[config.mk]
export PLATFORM = sky130hd
export DESIGN_NAME = mat_mul_flat
export DESIGN_NICKNAME = d
export VERILOG_FILES = /design/src/rtl/mat_mul_if.sv /design/src/rtl/mat_mul.sv /design/src/flat_wrapper.sv
export SDC_FILE = /design/constraint.sdc
export NUM_CORES = 1
export LEC_CHECK = 0
export CORE_MARGIN = 8
export CORE_UTILIZATION = 55
export CTS_CLUSTER_DIAMETER = 40
export DETAILED_ROUTE_END_ITERATION = 16
export PLACE_DENSITY = 0.86
export SYNTH_ARGS = -nofsm -noshare
export SYNTH_HDL_FRONTEND = slang
export SYNTH_SLANG_ARGS = --single-unit
[constraint.sdc]
create_clock -name i_clk -period 10.8 [get_ports i_clk]
set_clock_uncertainty 0.15 [all_clocks]
set_input_delay 1.08 -clock i_clk [delete_from_list [all_inputs] [get_ports i_clk]]
set_output_delay 1.08 -clock i_clk [all_outputs]
set_load 0.005 [all_outputs]
[src/rtl/mat_mul_if.sv]
// mat_mul_if
//   Handshake and matrix bus for the sequential matrix multiplier.
//   Matrices are ORDER*ORDER signed elements, row-major (index row*ORDER+col).
// Signals
//   i_start     start request (master -> slave)
//   i_mat_a     left operand  (master -> slave)
//   i_mat_b     right operand (master -> slave)
//   o_mat       product, registered (slave -> master)
//   o_busy      high while the multiplier is running (slave -> master)
//   o_done      one-cycle completion pulse (slave -> master)
//   o_overflow  sticky saturation flag (slave -> master)
// Modports
//   master  drives the operands and start (testbench / upstream block)
//   slave   the multiplier itself
interface mat_mul_if #(
  parameter int ORDER = 3,
  parameter int WIDTH = 16
);
  logic                    i_start;
  logic signed [WIDTH-1:0] i_mat_a [ORDER*ORDER];
  logic signed [WIDTH-1:0] i_mat_b [ORDER*ORDER];
  logic signed [WIDTH-1:0] o_mat   [ORDER*ORDER];
  logic                    o_busy;
  logic                    o_done;
  logic                    o_overflow;

  modport master (
    output i_start, i_mat_a, i_mat_b,
    input  o_mat, o_busy, o_done, o_overflow
  );

  modport slave (
    input  i_start, i_mat_a, i_mat_b,
    output o_mat, o_busy, o_done, o_overflow
  );
endinterface

[src/rtl/mat_mul.sv]
// mat_mul
//   Sequential signed fixed-point square-matrix multiplier: o_mat = i_mat_a * i_mat_b.
//   Elements are Q(WIDTH-QBITS).QBITS two's complement. One multiply-accumulate
//   per cycle: each output element takes ORDER MAC cycles plus one STORE cycle,
//   so o_done pulses ORDER*ORDER*(ORDER+1) edges after the accepted start edge.
// Ports
//   i_clk    clock, rising edge
//   i_rst_n  asynchronous active-low reset; aborts a run and clears o_mat
//   bus      mat_mul_if.slave: i_start, i_mat_a, i_mat_b, o_mat, o_busy,
//            o_done, o_overflow
// Configuration
//   MAT_MUL_SATURATE_EN  defined: results clamp to the WIDTH range and set the
//                        sticky o_overflow flag. Undefined: results wrap to the
//                        low WIDTH bits and o_overflow is tied low.
module mat_mul #(
  parameter int ORDER = 3,
  parameter int WIDTH = 16,
  parameter int QBITS = 8
) (
  input logic     i_clk,
  input logic     i_rst_n,
  mat_mul_if.slave bus
);

  localparam int N     = ORDER * ORDER;
  localparam int IW    = (ORDER > 1) ? $clog2(ORDER) : 1;
  localparam int NW    = (N > 1) ? $clog2(N) : 1;
  localparam int ACC_W = 2 * WIDTH + $clog2(ORDER);
  localparam logic [IW-1:0] LAST = IW'(ORDER - 1);

  typedef enum logic [1:0] {IDLE, MAC, STORE} state_t;

  state_t state, state_next;

  logic signed [WIDTH-1:0]   a_reg [N];
  logic signed [WIDTH-1:0]   b_reg [N];
  logic        [IW-1:0]      row, col, k;
  logic signed [ACC_W-1:0]   acc;
  logic signed [2*WIDTH-1:0] prod;
  logic        [NW-1:0]      a_idx, b_idx, o_idx;
  logic signed [WIDTH-1:0]   elem;
  logic                      last_elem;
  logic                      done_q;
  logic                      accept;

  assign accept    = (state == IDLE) && bus.i_start;
  assign last_elem = (row == LAST) && (col == LAST);

  // Element addressing for the current MAC term and the element being stored
  always_comb begin
    a_idx = NW'(row) * NW'(ORDER) + NW'(k);
    b_idx = NW'(k) * NW'(ORDER) + NW'(col);
    o_idx = NW'(row) * NW'(ORDER) + NW'(col);
    prod  = a_reg[a_idx] * b_reg[b_idx];
  end

`ifdef MAT_MUL_SATURATE_EN
  localparam logic signed [WIDTH-1:0] SAT_MAX = {1'b0, {(WIDTH-1){1'b1}}};
  localparam logic signed [WIDTH-1:0] SAT_MIN = {1'b1, {(WIDTH-1){1'b0}}};

  logic signed [ACC_W-1:0] shifted;
  logic                    clamp;
  logic                    ovf_q;

  // The value fits in WIDTH bits only when every bit above the result's sign
  // bit matches it; otherwise clamp toward the sign of the accumulator.
  always_comb begin
    shifted = acc >>> QBITS;
    clamp   = (shifted[ACC_W-1:WIDTH-1] != {(ACC_W-WIDTH+1){shifted[ACC_W-1]}});
    if (clamp) begin
      elem = shifted[ACC_W-1] ? SAT_MIN : SAT_MAX;
    end else begin
      elem = shifted[WIDTH-1:0];
    end
  end

  // Sticky overflow: cleared by an accepted start, set by any clamped store
  always_ff @(posedge i_clk or negedge i_rst_n) begin
    if (!i_rst_n) begin
      ovf_q <= 1'b0;
    end else if (accept) begin
      ovf_q <= 1'b0;
    end else if (state == STORE && clamp) begin
      ovf_q <= 1'b1;
    end
  end

  assign bus.o_overflow = ovf_q;
`else
  // Floor shift then two's-complement wrap to WIDTH bits
  always_comb begin
    elem = WIDTH'(acc >>> QBITS);
  end

  assign bus.o_overflow = 1'b0;
`endif

  // State register
  always_ff @(posedge i_clk or negedge i_rst_n) begin
    if (!i_rst_n) begin
      state <= IDLE;
    end else begin
      state <= state_next;
    end
  end

  // Next-state logic
  always_comb begin
    state_next = state;
    case (state)
      IDLE:    if (bus.i_start) state_next = MAC;
      MAC:     if (k == LAST) state_next = STORE;
      STORE:   state_next = last_elem ? IDLE : MAC;
      default: state_next = IDLE;
    endcase
  end

  // Moore outputs
  always_comb begin
    bus.o_busy = (state != IDLE);
  end

  assign bus.o_done = done_q;

  // Operand capture, accumulation and element-by-element result writeback
  always_ff @(posedge i_clk or negedge i_rst_n) begin
    if (!i_rst_n) begin
      for (int i = 0; i < N; i++) begin
        a_reg[i]   <= '0;
        b_reg[i]   <= '0;
        bus.o_mat[i] <= '0;
      end
      row    <= '0;
      col    <= '0;
      k      <= '0;
      acc    <= '0;
      done_q <= 1'b0;
    end else begin
      done_q <= (state == STORE) && last_elem;
      case (state)
        IDLE: begin
          if (bus.i_start) begin
            for (int i = 0; i < N; i++) begin
              a_reg[i] <= bus.i_mat_a[i];
              b_reg[i] <= bus.i_mat_b[i];
            end
            row <= '0;
            col <= '0;
            k   <= '0;
            acc <= '0;
          end
        end
        MAC: begin
          acc <= acc + ACC_W'(prod);
          k   <= (k == LAST) ? '0 : k + 1'b1;
        end
        STORE: begin
          bus.o_mat[o_idx] <= elem;
          acc <= '0;
          if (col == LAST) begin
            col <= '0;
            row <= (row == LAST) ? '0 : row + 1'b1;
          end else begin
            col <= col + 1'b1;
          end
        end
        default: ;
      endcase
    end
  end

endmodule

[src/flat_wrapper.sv]
// flat-port wrapper written by rule: the top's interface ports become plain ports
module mat_mul_flat 
#(
  parameter int ORDER = 3,
  parameter int WIDTH = 16,
  parameter int QBITS = 8
)
  (i_clk, i_rst_n, bus_i_start, bus_i_mat_a, bus_i_mat_b, bus_o_mat, bus_o_busy, bus_o_done, bus_o_overflow);
  mat_mul_if #(.ORDER(ORDER), .WIDTH(WIDTH)) bus_i ();
  input logic i_clk;
  input logic i_rst_n;
  input wire logic [$bits(bus_i.i_start)-1:0] bus_i_start;
  input wire logic [$bits(bus_i.i_mat_a)-1:0] bus_i_mat_a;
  input wire logic [$bits(bus_i.i_mat_b)-1:0] bus_i_mat_b;
  output wire logic [$bits(bus_i.o_mat)-1:0] bus_o_mat;
  output wire logic [$bits(bus_i.o_busy)-1:0] bus_o_busy;
  output wire logic [$bits(bus_i.o_done)-1:0] bus_o_done;
  output wire logic [$bits(bus_i.o_overflow)-1:0] bus_o_overflow;
  assign bus_i.i_start = bus_i_start;
  assign bus_i.i_mat_a = {>>{bus_i_mat_a}};
  assign bus_i.i_mat_b = {>>{bus_i_mat_b}};
  assign bus_o_mat = {>>{bus_i.o_mat}};
  assign bus_o_busy = bus_i.o_busy;
  assign bus_o_done = bus_i.o_done;
  assign bus_o_overflow = bus_i.o_overflow;
  mat_mul #(.ORDER(ORDER), .WIDTH(WIDTH), .QBITS(QBITS)) u_core (.i_clk(i_clk), .i_rst_n(i_rst_n), .bus(bus_i));
endmodule
==> results of run 1 <==
==> cell usage after synthesis (all sizes together), types with 5 or more instances <==
| cell type | count |
|---|---|
| o21bai | 7 |
| nand2b | 14 |
| nor3 | 6 |
| dfrtp | 465 |
| fa | 213 |
| nor2b | 8 |
| xor2 | 8 |
| xnor2 | 26 |
| o211ai | 5 |
| buf | 32 |
| mux2 | 451 |
| clkbuf | 84 |
| o21ai | 38 |
| ha | 95 |
| a21oi | 29 |
| mux2i | 7 |
| nor2 | 150 |
| a22o | 15 |
| nand2 | 108 |
| o21a | 8 |
| nand3 | 6 |
| and2 | 6 |
| a21o | 6 |
| or2 | 26 |
| mux4 | 64 |
| a22oi | 16 |
| inv | 329 |
==> metrics by stage <==
step | utilization, % | area [um^2] | std cells
after floorplan | - | 28300 | 2267
after global placement | 65.2 | 33300 | 3295
after detailed placement | 65.2 | 33300 | 3295
final | 69.4 | 35500 | 3426
after global routing | 69.4 | 35500 | 3425
after CTS | 69.3 | 35400 | 3407
==> area by class of cell <==
| class | instances | area share, % |
|---|---|---|
| multi-input combinational | 1357 | 42.3 |
| tap | 680 | 2.40 |
| sequential | 465 | 32.8 |
| inverter | 329 | 3.48 |
| clock buffer | 69 | 4.59 |
| clock inverter | 43 | 1.32 |
| timing repair buffer | 464 | 13.0 |
| antenna | 19 | 0.134 |
==> routing by layer <==
layer	up-vias	routed length, um
met5	-	0
met4	0	3840
met3	208	4860
met2	694	41600
met1	9960	28600
li1	8297	-
==> cells by family after synthesis <==
logic type / synth area share [%]
other: 0.0132
adder cells (fa/ha/maj): 19.2
buffers and inverters: 6.08
flip-flops: 41.1
XOR/XNOR: 1.42
AND/OR/NAND/NOR: 5.39
multiplexers: 23.3
AO/OA/AOI/OAI: 3.53
==> worst max path at each step <==
stage | endpoint | depth (start not counted)
CTS | u_core.acc[23]$_DFFE_PN0P_ | 31
detailed placement | u_core.acc[23]$_DFFE_PN0P_ | 31
global route | u_core.acc[23]$_DFFE_PN0P_ | 30
global placement | u_core.acc[23]$_DFFE_PN0P_ | 30
finish | u_core.acc[23]$_DFFE_PN0P_ | 31
floorplan | u_core.acc[20]$_DFFE_PN0P_ | 32
==> impl_results.md, run 1 <==
- Fin crit period: approximately 10 ns
- CP Launch Type: flop
- Post-synth top area cell: dfrtp_1
- Wire per inst: about 23 um
- CP delay by family, top: adder cells
- Die Area: a little under 0.06 mm^2
- Num rows: 83
- Period utilisation layout: slightly above 90%
- Die Width: 243 um
- Worst setup path start: u_core.k[1]$_DFFE_PN0P_
- Register area: 0.0116 mm^2
- Syn Area/Cell: approximately 12 um^2
- R2r setup slk: 0.80 ns
- Core area: about 0.051 mm^2
- Antenna Nets Post-Route: 0
- Area Growth Syn to Fin: 25.2%
- H-tree depth: 2
- Register bit total from synthesis: about 470
- Post-synthesis net count: roughly 2900
- Routed WL: between 70000 and 80000 um
- Clk Latency, worst-skew pair: a little over 0.6 ns
- Status: completed
- RSZ-0062 raised after global routing: false
- Iteration-0 DRC Markers: 1242
- Synth unique cells: 67
- Synth Flop Type: dfrtp_1
- Final worst slack: 0.799 ns
- Via/cell ratio: ~5.6
- Global-route wire length before repair: about 120000 um
- Worst-path clk slew: around 0.06 ns
- Vias in the first global route: 21600
- Slowest-stage cell, CP: nor4b_4
- Critical Path RT: around 11 ns
- CTS resizes: 0
- Via Count: 19200
- Area contributors post-synth: dfrtp_1 41%, mux2_2 18%, fa_1 15%, mux4_2 5.1%, inv_1 4.3%
- Met2 Usage GRT: between 40 and 50%
- Max FO, Critical Path: 19
- Post-CTS setup buffers: 0
- Final GP Congestion: between 0.9 and 1
- CP arrival: slightly above 10 ns
- Actual slew at the worst max-slew pin: approximately 1.3 ns
- Max cap viols: 0
- Share of cells above drive strength 1: approximately 26%
- Synthesized area: approximately 0.028 mm^2
- Starting Density: a little under three fifths
- Reg2reg start: u_core.k[1]$_DFFE_PN0P_
- Worst min-delay path class: in2async
- Hold_buf cts: 0
- Asr flop ratio synth: 100%
- CP most frequent cell: inv_1
- # IOs: roughly 440
- DR DRC count: 0
- Most frequent cells in the layout: 465 x dfrtp_1, 447 x mux2_2, 435 x clkdlybuf4s50_1, 326 x inv_1, 212 x fa_1
- Nets: roughly 3300
- Fillcell total: ~3500
- Met3 Usage GRT: about 5.4%
- Total grt overflow: 0
- GR Util met1: 31.3%
- Initial antenna violation count: 18
- Critical R2R Capture: u_core.acc[23]$_DFFE_PN0P_
- Min Hold Slack: 0.232 ns
- I/O Buffers: about 440
- CP bufs+invs: 9
- Clock tree from TritonCTS: done
- Share of the synthesized area in the top cell type: 41.1%
- Root Driver: clkbuf_16
- Largest net degree at the start of global routing: 190
- Max-Slew Margin vs Limit: 13.4%
- GR peak layer: met2
- Final Max Slew Viols: 0
- Most common cell after layout, fill and taps aside: dfrtp_1
- Final setup TNS: 0 ns
- Final hold vios: 0
- Post-synth EDFFs: 0
- Total track usage: between 20% and 30%
- Crit Path Category: reg2reg
- Die Ht: 243 um
- Pre-CTS WS: 0.916 ns
- Dpl hpwl: around 59000 um
- Fmax: ~0.10 GHz
- Nature of the critical path endpoint: flop
- Worst R2R Path Depth: 31
- Final setup violation count: 0
- CP peak stage delay: between 1 and 1.5 ns
- First-pass iteration count of the detailed router: 5
- Synth warn: 0
- CTS sink count: between 400 and 500
- CTS max path bufs: 3
- Num CTS Buffers: 60
- Sequential share of the synthesized area: between 40% and 50%
- Multi-input combinational cell area: approximately 0.015 mm^2
- Gate count after technology mapping: 2267
Power of run 1 is left out: the tool's default activity adds up to more than one toggle a clock period on the data nets, which glitch-free logic cannot reach.
==> run 2: changes to the inputs <==
--- a/config.mk
+++ b/config.mk
@@ -7,8 +7,8 @@
 export LEC_CHECK = 0
 export CORE_MARGIN = 8
-export CORE_UTILIZATION = 55
+export CORE_UTILIZATION = 40
 export CTS_CLUSTER_DIAMETER = 40
 export DETAILED_ROUTE_END_ITERATION = 16
-export PLACE_DENSITY = 0.86
+export PLACE_DENSITY = 0.67
 export SYNTH_ARGS = -nofsm -noshare
 export SYNTH_HDL_FRONTEND = slang
==> constraint.sdc (replaced) <==
create_clock -name i_clk -period 10.8 [get_ports i_clk]
set_clock_uncertainty 0.15 [all_clocks]
set_input_delay 1.62 -clock i_clk [delete_from_list [all_inputs] [get_ports i_clk]]
set_output_delay 1.62 -clock i_clk [all_outputs]
set_load 0.005 [all_outputs]
==> impl_results.md, run 2 (synthesis gave the netlist of run 1 again) <==
- Fmax: 0.106 GHz (+6.1%)
- Nature of the critical path endpoint: flop
- Fin crit period: 9.43 ns (-0.574 ns)
- Clock tree from TritonCTS: done
- H-tree depth: 3 (+1)
- Die Area: 0.0796 mm^2 (+35%)
- # IOs: 438 (unchanged)
- Core area: 0.0700 mm^2 (+37%)
- Max FO, Critical Path: 29 (+10)
- Max cap viols: 0 (unchanged)
- Most frequent cells in the layout: 465 x dfrtp_1, 447 x mux2_2, 435 x clkdlybuf4s50_1, 326 x inv_1, 212 x fa_1
- First-pass iteration count of the detailed router: 5 (unchanged)
- Dpl hpwl: 61500 um (+4.1%)
- Root Driver: clkbuf_16
- HP Start: u_core.bus.o_mat[118]$_DFFE_PN0P_
- Nets: 3294 (+0.55%)
- Slowest-stage cell, CP: fa_2
- Die Width: 282 um (+16%)
- CP delay by family, top: adder cells
- Share of cells above drive strength 1: 26.4% (+0.70 points)
- Final GP Congestion: 0.900 (-5.6%)
- I/O Buffers: 436 (unchanged)
- DP Area: 0.0337 mm^2 (+1.0%)
- Routed WL: 79300 um (+0.46%)
- Reg2reg start: u_core.row[0]$_DFFE_PN0P_
- Post-route cell area: 0.0365 mm^2 (+2.9%)
- Hold_buf cts: 0 (unchanged)
- Crit Path Category: reg2reg
- Area Growth Syn to Fin: 28.8%
- CP bufs+invs: 7 (-2)
- Largest net degree at the start of global routing: 189 (-0.53%)
- Vias in the first global route: 21600 (+0.14%)
- Initial antenna violation count: 20 (+2)
- Wire per inst: 21.4 um (-7.2%)
- CP peak stage delay: 0.64 ns (-0.49 ns)
- Worst-path clk slew: 0.05 ns (about the same)
- Worst setup path start: u_core.row[0]$_DFFE_PN0P_
- Total track usage: 20.3% (-6.4 points)
- Die Ht: 282 um (+16%)
- Fillcell total: 5989 (+71%)
- Critical Path RT: 11.14 ns (about the same)
- Most common cell after layout, fill and taps aside: dfrtp_1
- Iteration-0 DRC Markers: 1084 (-13%)
- Post-CTS setup buffers: 0 (unchanged)
- Via/cell ratio: 5.05 (-9.8%)
- Final setup violation count: 0 (unchanged)
- DR DRC count: 0 (unchanged)
- Min Hold Slack: 0.340 ns (+0.109 ns)
- CP arrival: 9.77 ns (-0.58 ns)
- Via Count: 18700 (-2.3%)
- CTS max path bufs: 3 (unchanged)
- Total grt overflow: 0 (unchanged)
- Num rows: 97 (+17%)
- Antenna Nets Post-Route: 0 (unchanged)
- Actual slew at the worst max-slew pin: 1.19 ns (-0.107 ns)
- Period utilisation layout: 87.3% (-5.3 points)
- CTS resizes: 0 (unchanged)
- Num CTS Buffers: 77 (+28%)
- Final hold vios: 0 (unchanged)
- CTS sink count: 465 (unchanged)
- Status: completed
- Worst min-delay path class: reg2reg
- Final setup TNS: 0 ns (unchanged)
- Max-Slew Margin vs Limit: 20.6% (+7.2 points)
- CP Launch Type: flop
- RSZ-0062 raised after global routing: false
- Global-route wire length before repair: 125000 um (+1.4%)
- Final Max Slew Viols: 0 (unchanged)
- Clk Latency, worst-skew pair: 0.62 ns (about the same)
- Starting Density: 40.5% (-15 points)
-- run 2: changes by cell type in the layout (fill, tap and decap cells not counted), moves of 2 or more --
cell,previous run,this run
clkbuf_16,61,77
bufinv_16,5,13
clkinv_4,4,12
inv_8,8,1
diode_2,19,13
inv_16,0,3
clkbuf_1,1,3
clkinv_8,1,3
inv_6,10,8
-- run 2: final cells by class --
| type | count | area [um^2] | area share [%] |
|---|---|---|---|
| tap | 940 | 1180 | 3.22 |
| inverter | 329 | 1230 | 3.38 |
| antenna | 13 | 32.5 | 0.0891 |
| clock inverter | 55 | 776 | 2.13 |
| timing repair buffer | 465 | 4620 | 12.7 |
| sequential | 465 | 11600 | 31.9 |
| clock buffer | 86 | 2020 | 5.54 |
| multi-input combinational | 1357 | 15000 | 41.1 |
-- run 2: stage by stage --
stage / instances / setup slack [ns] / util [%]
final: 3710 / 1.37 / 52.1
after global routing: 3709 / 0.873 / 52.1
after CTS: 3697 / 1.38 / 52.1
after detailed placement: 3556 / 1.42 / 48.1
after global placement: 3556 / 1.56 / 48.1
after floorplan: 2267 / 1.69 / -
-- run 2: path summary, 6_finish.rpt --
check	to	slack, ns	cells after the start
worst max-delay path	u_core.acc[23]$_DFFE_PN0P_	1.37	29
worst min-delay path	u_core.bus.o_mat[118]$_DFFE_PN0P_	0.34	1
worst max register to register	u_core.acc[23]$_DFFE_PN0P_	1.37	29
worst min register to register	u_core.bus.o_mat[118]$_DFFE_PN0P_	0.34	1
max in group asynchronous	u_core.b_reg[86]$_DFFE_PN0P_	8.00	2
min in group asynchronous	u_core.a_reg[104]$_DFFE_PN0P_	0.91	1
-- run 2: routing by layer --
metal	vias to the layer above	track usage [%]	share of wire (%)
met5	-	0	0.11
met4	14	7.56	3.0
met3	136	4.26	4.7
met2	446	36.8	54
met1	9753	23.4	38
li1	8372	-	-
Power of run 2 is left out for the same reason.
